[config.mk]
export PLATFORM = sky130hd
export DESIGN_NAME = mul_iter_unit
export DESIGN_NICKNAME = d
export VERILOG_FILES = /design/src/rtl/mul_iter_unit.sv
export SDC_FILE = /design/constraint.sdc
export NUM_CORES = 1
export LEC_CHECK = 0
export CAP_MARGIN = 20
export CORE_MARGIN = 3
export CORE_UTILIZATION = 30
export DETAILED_ROUTE_END_ITERATION = 16
export PLACE_DENSITY_LB_ADDON = 0.15
export SLEW_MARGIN = 40
export SYNTH_ARGS = -nofsm -noshare
export SYNTH_HDL_FRONTEND = slang
export SYNTH_SLANG_ARGS = --single-unit
[constraint.sdc]
create_clock -name clk -period 5 [get_ports clk]
set_clock_uncertainty 0.05 [all_clocks]
set_input_delay 1 -clock clk [delete_from_list [all_inputs] [get_ports clk]]
set_output_delay 1 -clock clk [all_outputs]
set_load 0.01 [all_outputs]
[src/rtl/mul_iter_unit.sv]
// Iterative shift-add WIDTH x WIDTH multiplier with write-back handshake to the register file.
// Optional early termination on an exhausted multiplier: define MUL_EARLY_TERM_EN.
module mul_iter_unit #(
  parameter int WIDTH = 32
) (
  input  logic             clk,
  input  logic             reset,
  input  logic             start,
  input  logic             flush,
  input  logic [WIDTH-1:0] srca,
  input  logic [WIDTH-1:0] srcb,
  input  logic [3:0]       dst,
  input  logic             wb_ready,
  output logic             busy,
  output logic             res_valid,
  output logic [WIDTH-1:0] result,
  output logic [3:0]       res_dst,
  output logic             res_we,
  output logic             flag_n,
  output logic             flag_z
);

  localparam int CW = $clog2(WIDTH);
  localparam logic [CW-1:0] LAST_CNT = CW'(WIDTH - 1);
  localparam logic [CW-1:0] ONE_CNT  = CW'(1);
  localparam logic [CW-1:0] ZERO_CNT = CW'(0);
  localparam logic [WIDTH-1:0] ZERO_W = {WIDTH{1'b0}};
  localparam logic [3:0] NO_REG = 4'hF;

  typedef enum logic [1:0] {
    IDLE = 2'd0,
    RUN  = 2'd1,
    DONE = 2'd2
  } state_t;

  state_t           state_r;
  logic [WIDTH-1:0] acc_r;
  logic [WIDTH-1:0] mcand_r;
  logic [WIDTH-1:0] mplier_r;
  logic [CW-1:0]    count_r;
  logic [3:0]       res_dst_r;
  logic             busy_r;
  logic             res_valid_r;
  logic             flag_n_r;
  logic             flag_z_r;

  logic [WIDTH-1:0] acc_step_s;
  logic [WIDTH-1:0] mcand_step_s;
  logic [WIDTH-1:0] mplier_step_s;
  logic             last_iter_s;

  // One shift-add step: conditionally add the multiplicand, wrap mod 2^WIDTH.
  function automatic logic [WIDTH-1:0] add_step(
    input logic [WIDTH-1:0] acc,
    input logic [WIDTH-1:0] mcand,
    input logic             take
  );
    logic [WIDTH-1:0] sum;
    if (take) begin
      sum = acc + mcand;
    end else begin
      sum = acc;
    end
    return sum;
  endfunction

  function automatic logic is_zero(input logic [WIDTH-1:0] v);
    return (v == ZERO_W);
  endfunction

  // Next-iteration datapath values and the termination decision for RUN.
  always_comb begin
    acc_step_s    = add_step(acc_r, mcand_r, mplier_r[0]);
    mcand_step_s  = mcand_r << 1;
    mplier_step_s = mplier_r >> 1;
`ifdef MUL_EARLY_TERM_EN
    last_iter_s   = (count_r == LAST_CNT) || is_zero(mplier_step_s);
`else
    last_iter_s   = (count_r == LAST_CNT);
`endif
  end

  // Control FSM with datapath registers and registered status outputs.
  always_ff @(posedge clk or posedge reset) begin
    if (reset) begin
      state_r     <= IDLE;
      acc_r       <= ZERO_W;
      mcand_r     <= ZERO_W;
      mplier_r    <= ZERO_W;
      count_r     <= ZERO_CNT;
      res_dst_r   <= 4'h0;
      busy_r      <= 1'b0;
      res_valid_r <= 1'b0;
      flag_n_r    <= 1'b0;
      flag_z_r    <= 1'b1;
    end else if (flush) begin
      // Abort wins over start and wb_ready; the partial product is discarded.
      state_r     <= IDLE;
      busy_r      <= 1'b0;
      res_valid_r <= 1'b0;
    end else begin
      case (state_r)
        IDLE: begin
          if (start) begin
            acc_r     <= ZERO_W;
            mcand_r   <= srca;
            mplier_r  <= srcb;
            res_dst_r <= dst;
            count_r   <= ZERO_CNT;
            flag_n_r  <= 1'b0;
            flag_z_r  <= 1'b1;
            busy_r    <= 1'b1;
            if (is_zero(srcb)) begin
              state_r     <= DONE;
              res_valid_r <= 1'b1;
            end else begin
              state_r     <= RUN;
              res_valid_r <= 1'b0;
            end
          end else begin
            state_r     <= IDLE;
            busy_r      <= 1'b0;
            res_valid_r <= 1'b0;
          end
        end
        RUN: begin
          acc_r    <= acc_step_s;
          mcand_r  <= mcand_step_s;
          mplier_r <= mplier_step_s;
          count_r  <= count_r + ONE_CNT;
          flag_n_r <= acc_step_s[WIDTH-1];
          flag_z_r <= is_zero(acc_step_s);
          busy_r   <= 1'b1;
          if (last_iter_s) begin
            state_r     <= DONE;
            res_valid_r <= 1'b1;
          end else begin
            state_r     <= RUN;
            res_valid_r <= 1'b0;
          end
        end
        DONE: begin
          if (wb_ready) begin
            state_r     <= IDLE;
            busy_r      <= 1'b0;
            res_valid_r <= 1'b0;
          end else begin
            state_r     <= DONE;
            busy_r      <= 1'b1;
            res_valid_r <= 1'b1;
          end
        end
        default: begin
          state_r     <= IDLE;
          busy_r      <= 1'b0;
          res_valid_r <= 1'b0;
        end
      endcase
    end
  end

  assign busy      = busy_r;
  assign res_valid = res_valid_r;
  assign result    = acc_r;
  assign res_dst   = res_dst_r;
  assign flag_n    = flag_n_r;
  assign flag_z    = flag_z_r;
  // R15 has no storage, so its write is suppressed while the handshake still retires.
  assign res_we    = res_valid_r & wb_ready & ~flush & (res_dst_r != NO_REG);

endmodule

==> key figures <==
Setup path
  • WP depth: 9
  • CP delay by family, top: compound AO/OA/AOI/OAI gates
  • WP buf/inv: 1
  • CP Launch Type: input pin
  • Crit path DAT: about 3.8 ns
  • CP Launch Point: flush
  • Crit Path Max Fanout: 52
  • CP max stage delay: about 0.65 ns
  • Reg-to-Reg End: flag_z
  • Crit-path cells: clkdlybuf4s50_1 > or3_4 > nand2b_1 > o2111ai_1 > a2111oi_2 > o2111ai_1 > a2111oi_2 > nand4_1 > o21ai_1
  • RR Startpoint: result[0]
  • Crit end category: flop
  • Reg2reg path depth: 11
  • Worst-path cell with the longest stage delay: or3_4
  • R2R setup slack: 1.50 ns
  • Worst EP required: 5.25 ns
  • Critical path class: input pin to flop

Layout
  • Area of the multi-input gates: 4253 um2
  • FF+latch area: around 2700 um2
  • Final #Nets: just under 1k
  • Share of layout cells above drive strength 1: 6.636%
  • Filler instances: ~2.4k
  • Area Growth Syn to Fin: 24.01%
  • Most frequent cells in the layout: nand2_1, clkdlybuf4s50_1, dfrtp_1
  • N_diodes: 0

Placement
  • PortBufs: approximately 110
  • DP HPWL: roughly 15000 um
  • RePlAce Congestion: 0.8523

Worst hold path
  • Hold EP: mplier_r[20]
  • Hold Path Cell Cnt: 2
  • Hold Path Origin: mplier_r[20]
  • Min-delay worst type: flop to flop

STA
  • Hold Vio Cnt, Final: 0
  • TNS Setup: 0 ns
  • # setup viols final: 0
  • Worst slew margin: 46.78%
  • Hold slack: 0.4315 ns
  • Final period utilization: 70.23%
  • Slew @ Worst Pin: 0.7983 ns
  • Achievable frequency: 284.8 MHz
  • Post-route minimum period: 3.512 ns
  • RSZ-0062 raised after global routing: false
  • Max-slew violations: 0

Global route
  • Total gr overflow: 0
  • Largest net degree at the start of global routing: 110
  • Initial antenna violation count: 0
  • Global-route wire length before repair: 34510 um
  • Gr usage total: 16.36%
  • Vias in the first global route: a little over 6k

Detailed routing
  • Met3 wire len: slightly below 1000 um
  • Post-DRT Antenna Nets: 0
  • Wire per inst: 17.54 um
  • Post-route DRC: 0
  • Number of vias per cell: ~5.2
  • WL met2: 9560 um
  • Via count: 6238
  • Max layer used: met4
  • Wirelength, routed: 20930 um
  • Drt first-iter violations: about 340
  • Met1 wire length: 10100 um
  • TritonRoute pass-1 iters: 5

Power
  • Pleak: 3.954 nW
  • Reg power frac: 37.5%
  • Comb power frac: 38.3%
  • P_int: 0.001937 W
  • Switching Share: 38.51%
  • Peak VDD IR: approximately 0.16 mV
  • Clock share of power: between 20% and 30%
  • PwrDens: 352.6 nW/um2
  • Switching power total: 0.001214 W

CTS
  • CTS root buf: clkbuf_16
  • Postcts setup bufs: 0
  • CTS Hold Bufs: 0
  • Clock Latency Late Sink: between 0.3 and 0.4 ns
  • CTS H-tree lvls: 3
  • CTS Buf Count: 9
  • Clock buffer depth: 2
  • Post_cts resized: 0
  • CTS sink count: 109
  • TritonCTS clock tree: yes
  • CTS clk-pin slew, worst paths: roughly 0.09 ns

Die
  • Starting Density: 30.61%
  • I/O pins: 114
  • Die Height: ~160 um
  • Die Wd: 161.0 um
  • Core Region: 23540 um2
  • Rows: 56
  • DIE AREA: 25920 um2

Yosys
  • Sequential area share after synthesis: 37.86%
  • Synth Net Count: 893
  • Synth Warn #: 0
  • Async SR Flop Fraction: 100.0%
  • Ranking of synthesized cells by area: dfrtp_1, mux2i_1, o21ai_0, nand2_1, ha_1
  • Number of enable flip-flop cells after synthesis: 0
  • Netlist cell types: 74
  • Synth Flop Type: dfrtp_1
  • FF+latch count, synth: 109
  • Largest area contributor in the netlist: dfrtp_1
  • Synthesized instance count: 786
  • Synth top area share: 37.50%
  • Syn avg cell area: roughly 9.2 um2
  • Cell area after synthesis: 7207 um2

Job
  • Max Cap Violations: 0

Run status
  • Run status: completed
## how the worst max path moves through the flow
| stage | endpoint | slack (ns) |
|---|---|---|
| 2_1_floorplan | busy | 1.08 |
| 3_3_place_gp | flag_z | 1.27 |
| 3_5_place_dp | flag_z | 1.06 |
| 4_1_cts | flag_z | 1.45 |
| 5_1_grt | flag_z | 1.17 |
| 6_report | flag_z | 1.49 |
## layer usage
| layer | global-route usage, % | up-vias |
|---|---|---|
| met5 | 0 | - |
| met3 | 3.514 | 19 |
| met1 | 23.12 | 2973 |
| met2 | 25.74 | 130 |
| li1 | - | 3116 |
| met4 | 3.872 | 0 |
## registers in the layout, summed over array words and instances, names as in the netlist
signal / flops
res_valid: 1
state_r: 1
res_dst: 4
mcand_r: 32
flag_n: 1
busy: 1
count_r: 5
flag_z: 1
mplier_r: 32
result: 31
## Yosys cell counts, types with 13 or more instances
master    instances
nand2_1         113
dfrtp_1         108
o21ai_0          90
mux2i_1          65
a21oi_1          39
ha_1             33
clkbuf_1         31
nor2_1           26
a22o_1           16
a21o_1           14
nor4_1           14
nand4_1          13
## power by group through the flow
stage          clock network, W  logic, W  registers, W
2_1_floorplan                 0  0.000809       0.00116
3_3_place_gp                  0   0.00121       0.00120
3_5_place_dp                  0   0.00121       0.00120
4_1_cts                0.000790   0.00122       0.00119
5_1_grt                0.000820   0.00135       0.00121
6_report               0.000761   0.00121       0.00118
## stage by stage
step	cell area, um2	power [W]	setup slack (ns)	utilization (%)	instances
global route	8937	0.003376	1.172	37.96	1193
global placement	8616	0.002414	1.270	36.60	1177
finish	8937	0.003151	1.488	37.96	1193
CTS	8934	0.003194	1.449	37.95	1193
detailed placement	8625	0.002416	1.055	36.63	1177
floorplan	7207	0.001973	1.078	-	786
## worst min-delay path, cell delays in order (launching register included)
cell and delay (ns):
dfrtp_1 0.35, nand2_1 0.05, o21ai_0 0.06
## cell families (layout without fill, tap and decap cells)
group,count (synthesis),after routing,share of synthesized area [%]
compound gates,252,252,23.82
simple gates,246,246,17.10
mux,72,72,10.12
flops,109,109,37.86
fa+ha+maj,34,34,6.007
buf+inv,60,148,3.507
xor+xnor,13,13,1.580
## final cells by class
class	instances	area share [%]
flip-flops and latches	109	30.53
clock inverters	6	0.7840
inverters	12	0.5320
multi-input cells	617	47.59
repair buffers	120	13.43
clock buffers	10	2.674
well taps	319	4.466
Power figures use the tool's default switching activity.
